## src/rtl/hvac_pkg.sv

```systemverilog
// hvac_pkg: shared state encoding and widths for the HVAC sequencer
package hvac_pkg;
  localparam int TW = 8;
  localparam int RW = 16;
  typedef enum logic [2:0] {
    S_IDLE  = 3'd0,
    S_HEAT  = 3'd1,
    S_COOL  = 3'd2,
    S_PURGE = 3'd3,
    S_LOCK  = 3'd4
  } state_t;
endpackage

```

## src/rtl/hvac_tick_timer.sv

```systemverilog
// hvac_tick_timer: saturating tick counter, cleared on every state change
import hvac_pkg::*;
module hvac_tick_timer (
  input  logic          clk,
  input  logic          reset,
  input  logic          clear,
  input  logic          tick,
  output logic [TW-1:0] count,
  output logic          saturated
);
  assign saturated = &count;
  // clear has priority over a coincident tick so a new state always starts at 0
  always_ff @(posedge clk)
    if (reset || clear) count <= '0;
    else if (tick && !saturated) count <= count + 1'b1;
endmodule

```

## src/rtl/hvac_sequencer.sv

```systemverilog
// hvac_sequencer: heat/cool equipment sequencer with min-on, purge and lockout timing
import hvac_pkg::*;
module hvac_sequencer #(
  parameter int MIN_ON  = 3,
  parameter int MIN_OFF = 4,
  parameter int PURGE   = 2
) (
  input  logic          clk,
  input  logic          reset,
  input  logic          tick,
  input  logic          heat_req,
  input  logic          cool_req,
  output logic          furnace_on,
  output logic          compressor_on,
  output logic          fan_on,
  output logic          req_conflict,
  output logic [2:0]    state,
  output logic [RW-1:0] run_count
);
  localparam logic [TW-1:0] ON_T  = TW'(MIN_ON);
  localparam logic [TW-1:0] OFF_T = TW'(MIN_OFF);
  localparam logic [TW-1:0] PG_T  = TW'(PURGE);
  state_t        st, nxt;
  logic [TW-1:0] cnt;
  logic          sat;
  logic          on_ok, off_ok, pg_ok;
  assign state  = st;
  assign on_ok  = sat || cnt >= ON_T;
  assign off_ok = sat || cnt >= OFF_T;
  assign pg_ok  = sat || cnt >= PG_T;
  hvac_tick_timer u_timer (
    .clk      (clk),
    .reset    (reset),
    .clear    (nxt != st),
    .tick     (tick),
    .count    (cnt),
    .saturated(sat)
  );
  // next-state decode; the opposite demand is ignored while running
  always_comb begin
    nxt = S_LOCK;
    case (st)
      S_IDLE:  nxt = (heat_req && !cool_req) ? S_HEAT : (cool_req && !heat_req) ? S_COOL : S_IDLE;
      S_HEAT:  nxt = (!heat_req && on_ok) ? S_PURGE : S_HEAT;
      S_COOL:  nxt = (!cool_req && on_ok) ? S_PURGE : S_COOL;
      S_PURGE: nxt = pg_ok ? S_LOCK : S_PURGE;
      S_LOCK:  nxt = off_ok ? S_IDLE : S_LOCK;
      default: nxt = S_LOCK;
    endcase
  end
  // state and drives update on the same edge so outputs always match state
  always_ff @(posedge clk)
    if (reset) begin
      st            <= S_LOCK;
      furnace_on    <= 1'b0;
      compressor_on <= 1'b0;
      fan_on        <= 1'b0;
      req_conflict  <= 1'b0;
      run_count     <= '0;
    end else begin
      st            <= nxt;
      furnace_on    <= nxt == S_HEAT;
      compressor_on <= nxt == S_COOL;
      fan_on        <= nxt inside {S_HEAT, S_COOL, S_PURGE};
      req_conflict  <= st == S_IDLE && heat_req && cool_req;
      if (st == S_IDLE && nxt inside {S_HEAT, S_COOL} && !(&run_count))
        run_count <= run_count + 1'b1;
    end
endmodule
```

## config.mk

```make
export PLATFORM = sky130hd
export DESIGN_NAME = hvac_sequencer
export DESIGN_NICKNAME = d
export VERILOG_FILES = /design/src/rtl/hvac_pkg.sv /design/src/rtl/hvac_tick_timer.sv /design/src/rtl/hvac_sequencer.sv
export SDC_FILE = /design/constraint.sdc
export NUM_CORES = 1
export LEC_CHECK = 0
export BUFFER_PORTS_ARGS = -buffer_cell sky130_fd_sc_hd__buf_4
export CELL_PAD_IN_SITES_DETAIL_PLACEMENT = 0
export CELL_PAD_IN_SITES_GLOBAL_PLACEMENT = 2
export CORE_MARGIN = 5
export CORE_UTILIZATION = 35
export DETAILED_ROUTE_END_ITERATION = 8
export PLACE_DENSITY_LB_ADDON = 0.1
export RECOVER_POWER = 50
export REMOVE_ABC_BUFFERS = 1
export SYNTH_ARGS = -nofsm -noshare
export SYNTH_HDL_FRONTEND = slang
export SYNTH_SLANG_ARGS = --single-unit
export TNS_END_PERCENT = 1
```

## constraint.sdc

```tcl
create_clock -name clk -period 3.88 [get_ports clk]
set_input_delay 0.194 -clock clk [delete_from_list [all_inputs] [get_ports clk]]
set_output_delay 0.194 -clock clk [all_outputs]
set_load 0.02 [all_outputs]
```

==> summary.txt, run 1 <==
Outcome
  – Status: completed

Timing
  – Hold_ws: 0.204 ns
  – Fin. max-slew vios: 0
  – Tcrit/Tclk final: 0.783
  – Crit path time final: 3.04 ns
  – Fmax: 0.329 GHz
  – Setup TNS Final: 0 ns
  – Clk_skew: 0.00858 ns
  – RSZ-0062 raised after global routing: false
  – # setup viols final: 0
  – Final hold vios: 0
  – Actual slew at the worst max-slew pin: 0.895 ns
  – Worst setup margin: 0.841 ns
  – Max-slew headroom: 0.398

Routing
  – DRT Pass-1 Iters: 4
  – Number of nets still failing antenna checks after routing: 0
  – Post-DR wirelength/cell: 13.1 um
  – Via Count: 1483
  – # DRC: 0
  – Routed vias/inst: 5.10
  – First DRT Iteration DRCs: 42
  – Post-Route WL: 3800 um

Logic synthesis
  – Post-Syn Instances: 197
  – Number of synthesized register bits: 31
  – Register area share after synthesis: 0.359
  – Yosys cell types: 48
  – Post-synth EDFFs: 0
  – Synth warn: 0
  – Predominant post-synthesis flop cell: dfxtp_1
  – Cell Area, Synth: 1730 um2
  – Synth Area per Inst: 8.76 um2
  – Asr flop ratio synth: 0

Critical path
  – Crit start category: flip-flop
  – Reg-to-reg startpoint: u_timer.count[3]
  – Crit path kind: reg -> reg
  – CP max FO: 28
  – Reg-to-reg endpoint: run_count[3]
  – Crit end category: flip-flop
  – R2R depth: 7
  – Critical path required time: 4.05 ns
  – Flop2flop setup slack: 0.84 ns
  – Critical Path AT: 3.21 ns

Clock tree
  – H-tree Lvls: 2
  – TritonCTS clock tree: done
  – Sink Count: 31
  – Hold Buf Count CTS: 0
  – PostCTS Resize Cnt: 0
  – Max Root-Sink Buffers: 2
  – Worst-Skew Late Latency: 0.28 ns
  – Root buf cell: clkbuf_8
  – TritonCTS Buffers: 5
  – Setup Fix Bufs, Post-CTS: 0
  – Clock Pin Slew Worst Setup and Hold Paths: 0.07 ns

Floorplanning
  – Die X: 80.2 um
  – Starting Density: 0.363
  – Number of cell rows: 25
  – Core area: 4750 um2
  – Die ar.: 6440 um2
  – IO Pins: 28
  – Chip height: 80.2 um

GRT
  – GRT Overall Usage: 0.127
  – Grt total ovfl: 0
  – Largest net degree at the start of global routing: 29
  – Initial antenna violation count: 0
  – First-pass GRT wire length: 6480 um
  – Number of global-route vias before repair: 1398

Power
  – Worst VDD drop: 0.208 mV
  – Total power: 0.762 mW
  – Leakage Power: 0.629 nW
  – PD cells: 391 nW/um2

Cells and area
  – Most common cell after layout, fill and taps aside: dfxtp_1
  – Synth-to-Final Area Change: 12.8%
  – Layout cells sized above 1: 0.156
  – Fin nets: 231
  – Finished Core Util: 0.410
  – Most frequent cells in the layout: dfxtp_1 (31), clkbuf_1 (24), nor2_1 (22)
  – Antenna cells: 0

Min path
  – Hold path start: cool_req
  – Worst min-delay path class: in -> reg
  – Hold path depth: 2
  – Hold worst-path end: req_conflict

Place
  – HPWL after DPL: 2790 um
  – Routability cong.: 0.820
  – Placement Setup Slack: 1.29 ns
  – Port bufs: 27

Run
  – Max-Cap Viols: 0
-- power breakdown --
| group | switching [mW] | internal, mW | total, mW |
|---|---|---|---|
| clock network | 0.125 | 0.208 | 0.333 |
| registers | 0.0135 | 0.326 | 0.339 |
| logic | 0.0581 | 0.0319 | 0.0900 |
| total | 0.197 | 0.565 | 0.762 |
-- registers in the layout, summed over array words and instances (netlist names) --
name	count
state	3
furnace_on	1
fan_on	1
u_timer.count	8
run_count	16
req_conflict	1
compressor_on	1
-- cells by family (layout without fill, tap and decap cells) --
family	count (synthesis)	after routing	share of synthesized area
fa+ha+maj	3	3	0.0217
xor+xnor	9	9	0.0500
flops	31	31	0.359
mux	3	3	0.0188
compound gates	44	44	0.172
buf+inv	13	40	0.0594
simple gates	94	94	0.318
-- per-layer routing --
layer	wire length (um)	GRT usage	vias up
met5	0	0	-
met4	73	0.0490	0
met3	206	0.0392	10
met2	1760	0.199	40
met1	1760	0.162	672
li1	-	-	761
-- cell usage after synthesis (3+ instances only) --
library cell	n	area share
a21oi_1	21	0.061
and3_2	3	0.013
buf_6	3	0.020
dfxtp_1	31	0.36
ha_1	3	0.022
inv_1	3	0.0065
nand2_1	13	0.028
nand3_1	7	0.020
nand4_1	10	0.036
nor2_1	22	0.048
nor2b_1	3	0.011
nor3_1	7	0.020
o21ai_0	11	0.032
o31ai_1	4	0.017
or3_1	6	0.022
or4_1	4	0.017
xnor2_1	4	0.020
xor2_1	4	0.020
-- worst max-delay path, stage by stage (launching register included) --
cell and delay, ns:
dfxtp_1 0.36, nor4_1 0.79, and3b_1 0.45, o221ai_4 0.19, xnor2_2 0.17, buf_4 0.21
nor4b_1 0.38, mux2_2 0.37
-- area by class of cell --
| class | count | area (um2) |
|---|---|---|
| Clock inverter | 2 | 35.0 |
| Fill cell | 527 | 2810 |
| Inverter | 3 | 11.3 |
| Clock buffer | 6 | 82.6 |
| Multi-Input combinational cell | 153 | 987 |
| Sequential cell | 31 | 621 |
| Timing Repair Buffer | 29 | 128 |
| Tap cell | 67 | 83.8 |
-- through the flow --
step,instances,area (um2)
2_1_floorplan,187,1640
3_3_place_gp,283,1940
3_5_place_dp,283,1940
4_1_cts,291,2050
5_1_grt,291,1950
6_report,291,1950
-- worst max path at each step --
| stage | start | to | slack [ns] | depth (start not counted) |
|---|---|---|---|---|
| 6_report | u_timer.count[3] | run_count[3] | 0.84 | 7 |
| 5_1_grt | u_timer.count[3] | run_count[3] | 0.64 | 7 |
| 4_1_cts | u_timer.count[2] | run_count[3] | 1.28 | 7 |
| 3_5_place_dp | u_timer.count[2] | run_count[3] | 1.29 | 7 |
| 3_3_place_gp | u_timer.count[2] | run_count[3] | 1.39 | 7 |
| 2_1_floorplan | state[2] | run_count[3] | 1.46 | 6 |
(Power assumes the default switching activity.)
==> inputs of run 2 (changes only) <==
- ABC_AREA: default -> 1
- CORE_UTILIZATION: 35 -> 33
- clock period: 3.88 -> 2.82 ns (I/O delays scaled with it)
==> run 2 against run 1 <==
  * Clock skew hardly changed
  * Core utilization fell by 2.4 points
  * Worst setup slack worse by 0.026 ns
  * Sequential share of layout area fell by 3.0 points
  * Critical path depth grew 3
  * Non-clock buffer count shrank 2
  * Final area increased by 10%
  * Fmax rose by 52%
  * Critical endpoint is now run_count[0]
  * Largest cell class unchanged
==> summary.txt, run 2 <==
Clock tree
  – Max Root-Sink Buffers: 2 (unchanged)
  – Worst-Skew Late Latency: 0.28 ns (about the same)
  – Root buf cell: clkbuf_8
  – Sink Count: 31 (unchanged)
  – TritonCTS Buffers: 5 (unchanged)
  – H-tree Lvls: 2 (unchanged)
  – Setup Fix Bufs, Post-CTS: 0 (unchanged)
  – Clock Pin Slew Worst Setup and Hold Paths: 0.06 ns (about the same)
  – TritonCTS clock tree: done
  – PostCTS Resize Cnt: 0 (unchanged)
  – Hold Buf Count CTS: 0 (unchanged)

Logic synthesis
  – Post-Synth Simple-Gate Area: 0.384 (+0.0657)
  – Post-Synth Adder-Cell Area: 0.0195 (-0.00226)
  – Predominant post-synthesis flop cell: dfxtp_1
  – Post-Syn Instances: 245 (+24%)
  – Cell Area, Synth: 1930 um2 (+12%)
  – Synth top cells by count: nand2_1 (32), dfxtp_1 (31), inv_1 (25)
  – Cell taking the most area after synthesis: dfxtp_1
  – Number of synthesized register bits: 31 (unchanged)
  – Synth warn: 0 (unchanged)
  – Yosys cell types: 35 (-27%)
  – Post-synth EDFFs: 0 (unchanged)
  – Register area share after synthesis: 0.322 (-0.0373)
  – Top cells by area, synth: dfxtp_1 (32%), xor2_1 (6.4%), nand2_1 (6.2%), nand4_1 (5.8%), nand2_2 (5.5%)
  – Largest family of logic cells by synthesized area: simple AND/OR/NAND/NOR gates
  – Post-synthesis mux area share: 0 (-0.0188)
  – Asr flop ratio synth: 0 (unchanged)
  – Share of the synthesized area in the top cell type: 0.322 (-0.0373)
  – Synth Area per Inst: 7.86 um2 (-10%)
  – Synth Area in XOR/XNOR: 0.0773 (+0.0273)
  – Count leader, synth: nand2_1
  – Compound-Gate Fraction of Synth Area: 0.113 (-0.0595)

Floorplanning
  – Core area: 5570 um2 (+17%)
  – Die ar.: 7470 um2 (+16%)
  – Die X: 86.4 um (+7.7%)
  – Starting Density: 0.346 (-0.0175)
  – Chip height: 86.4 um (+7.7%)
  – IO Pins: 28 (unchanged)
  – Number of cell rows: 27 (+8.0%)

Routing
  – WL met3: 220 um (+6.8%)
  – Post-DR wirelength/cell: 12.4 um (-5.3%)
  – Routed vias/inst: 4.73 (-7.2%)
  – Max layer used: met4
  – Met2 wire length: 1780 um (+1.2%)
  – DRT Pass-1 Iters: 4 (unchanged)
  – # DRC: 0 (unchanged)
  – First DRT Iteration DRCs: 45 (+7.1%)
  – Number of nets still failing antenna checks after routing: 0 (unchanged)
  – Post-Route WL: 4250 um (+12%)
  – Via Count: 1626 (+9.6%)
  – WL met1: 2200 um (+25%)

GRT
  – Grt total ovfl: 0 (unchanged)
  – GRT Overall Usage: 0.127 (about the same)
  – Largest net degree at the start of global routing: 22 (-24%)
  – Number of global-route vias before repair: 1637 (+17%)
  – First-pass GRT wire length: 7550 um (+16%)
  – Initial antenna violation count: 0 (unchanged)

Timing
  – Final hold vios: 0 (unchanged)
  – Setup TNS Final: 0 ns (unchanged)
  – # setup viols final: 0 (unchanged)
  – Fmax: 0.499 GHz (+52%)
  – Actual slew at the worst max-slew pin: 0.417 ns (-0.478 ns)
  – Max-slew headroom: 0.721 (+0.323)
  – Clk_skew: 0.00882 ns (+0.000235 ns)
  – RSZ-0062 raised after global routing: false
  – Crit path time final: 2.01 ns (-1.03 ns)
  – Tcrit/Tclk final: 0.711 (-0.0721)
  – Fin. max-slew vios: 0 (unchanged)

Cells and area
  – Fin nets: 281 (+22%)
  – Synth-to-Final Area Change: 11.5%
  – Most common cell after layout, fill and taps aside: nand2_1
  – Area used by multi-input combinational logic: 1130 um2 (+15%)
  – Register area: 621 um2 (unchanged)
  – Top reg by flops: run_count
  – Layout cells sized above 1: 0.213 (+0.0570)
  – Post-route cell area: 2150 um2 (+10%)
  – Antenna cells: 0 (unchanged)
  – Filler Cells Inserted: 641 (+22%)
  – Max reg flops: 16 (unchanged)
  – Most frequent cells in the layout: nand2_1 (32), dfxtp_1 (31), inv_1 (25)

Place
  – Port bufs: 27 (unchanged)
  – Routability cong.: 0.745 (-9.2%)
  – Post-Place Cell Area: 2170 um2 (+12%)
  – HPWL after DPL: 3180 um (+14%)

Critical path
  – Crit path kind: reg -> reg
  – Crit start category: flip-flop
  – CP max FO: 16 (-43%)
  – Crit end category: flip-flop
  – Critical path required time: 2.99 ns (-1.06 ns)
  – Critical Path AT: 2.18 ns (-1.03 ns)

Power
  – Power share of the clock group: 0.397 (-0.040)
  – P_sw: 0.209 mW (+5.9%)
  – PD cells: 388 nW/um2 (-0.90%)
  – Internal power: 0.624 mW (+10%)
  – Logic pwr share: 0.067 (-0.051)
  – Worst VDD drop: 0.201 mV (-3.6%)
  – Sequential Power Share: 0.536 (+0.091)
  – Leakage Power: 0.810 nW (+29%)
  – Sw frac: 0.250 (-0.00800)

Run
  – Max-Cap Viols: 0 (unchanged)

Outcome
  – Status: completed

Min path
  – Worst min-delay path class: in -> reg
[run 2: cells by family after synthesis]
family          count (synthesis)
fa+ha+maj                       3
compound gates                 31
flops                          31
buf+inv                        36
simple gates                  127
xor+xnor                       17
[run 2: power groups by stage]
stage / registers, mW / logic, mW / clock network (mW)
4_1_cts: 0.446 / 0.0579 / 0.343
3_3_place_gp: 0.457 / 0.0582 / 0
5_1_grt: 0.447 / 0.0625 / 0.362
3_5_place_dp: 0.456 / 0.0575 / 0
6_report: 0.446 / 0.0559 / 0.331
2_1_floorplan: 0.457 / 0.0354 / 0
[run 2: worst max-delay path: stages, from the launching register on]
cell and delay (ns):
dfxtp_1 0.40, ha_1 0.23, nand2_2 0.09, nor3_4 0.26
nand2_2 0.13, nor3_4 0.18, nand2_4 0.16, nand3_4 0.28
nand2_1 0.08, nand2_1 0.06, nor2_1 0.04
[run 2: layout make-up]
type | count | share of cell area
timing repair buffer | 27 | 0.0542
multi-input combinational | 178 | 0.528
sequential | 31 | 0.289
clock buffer | 6 | 0.0338
inverter | 30 | 0.0536
tap | 72 | 0.0419
[run 2: metrics by stage]
stage          utilization  cells  hold slack (ns)  power (mW)  worst slack [ns]
5_1_grt              0.385    344            0.158       0.871             0.571
3_3_place_gp         0.390    338            0.451       0.515             0.860
2_1_floorplan            -    239            0.203       0.492             0.912
3_5_place_dp         0.390    338            0.449       0.514             0.792
6_report             0.385    344            0.156       0.833             0.815
4_1_cts              0.403    344            0.144       0.847             0.782
[run 2: path summary, 6_finish.rpt]
kind	cells after the start	endpoint	startpoint	slack (ns)
setup / recovery	10	run_count[0]	run_count[0]	0.81
setup reg to reg	10	run_count[0]	run_count[0]	0.81
hold / removal	3	u_timer.count[6]	tick	0.16
hold reg to reg	2	run_count[8]	run_count[8]	0.49
[run 2: layer usage]
layer / up-vias / global-route usage
li1: 863 / -
met3: 5 / 0.0390
met1: 730 / 0.176
met2: 28 / 0.186
met5: - / 0
met4: 0 / 0.0425
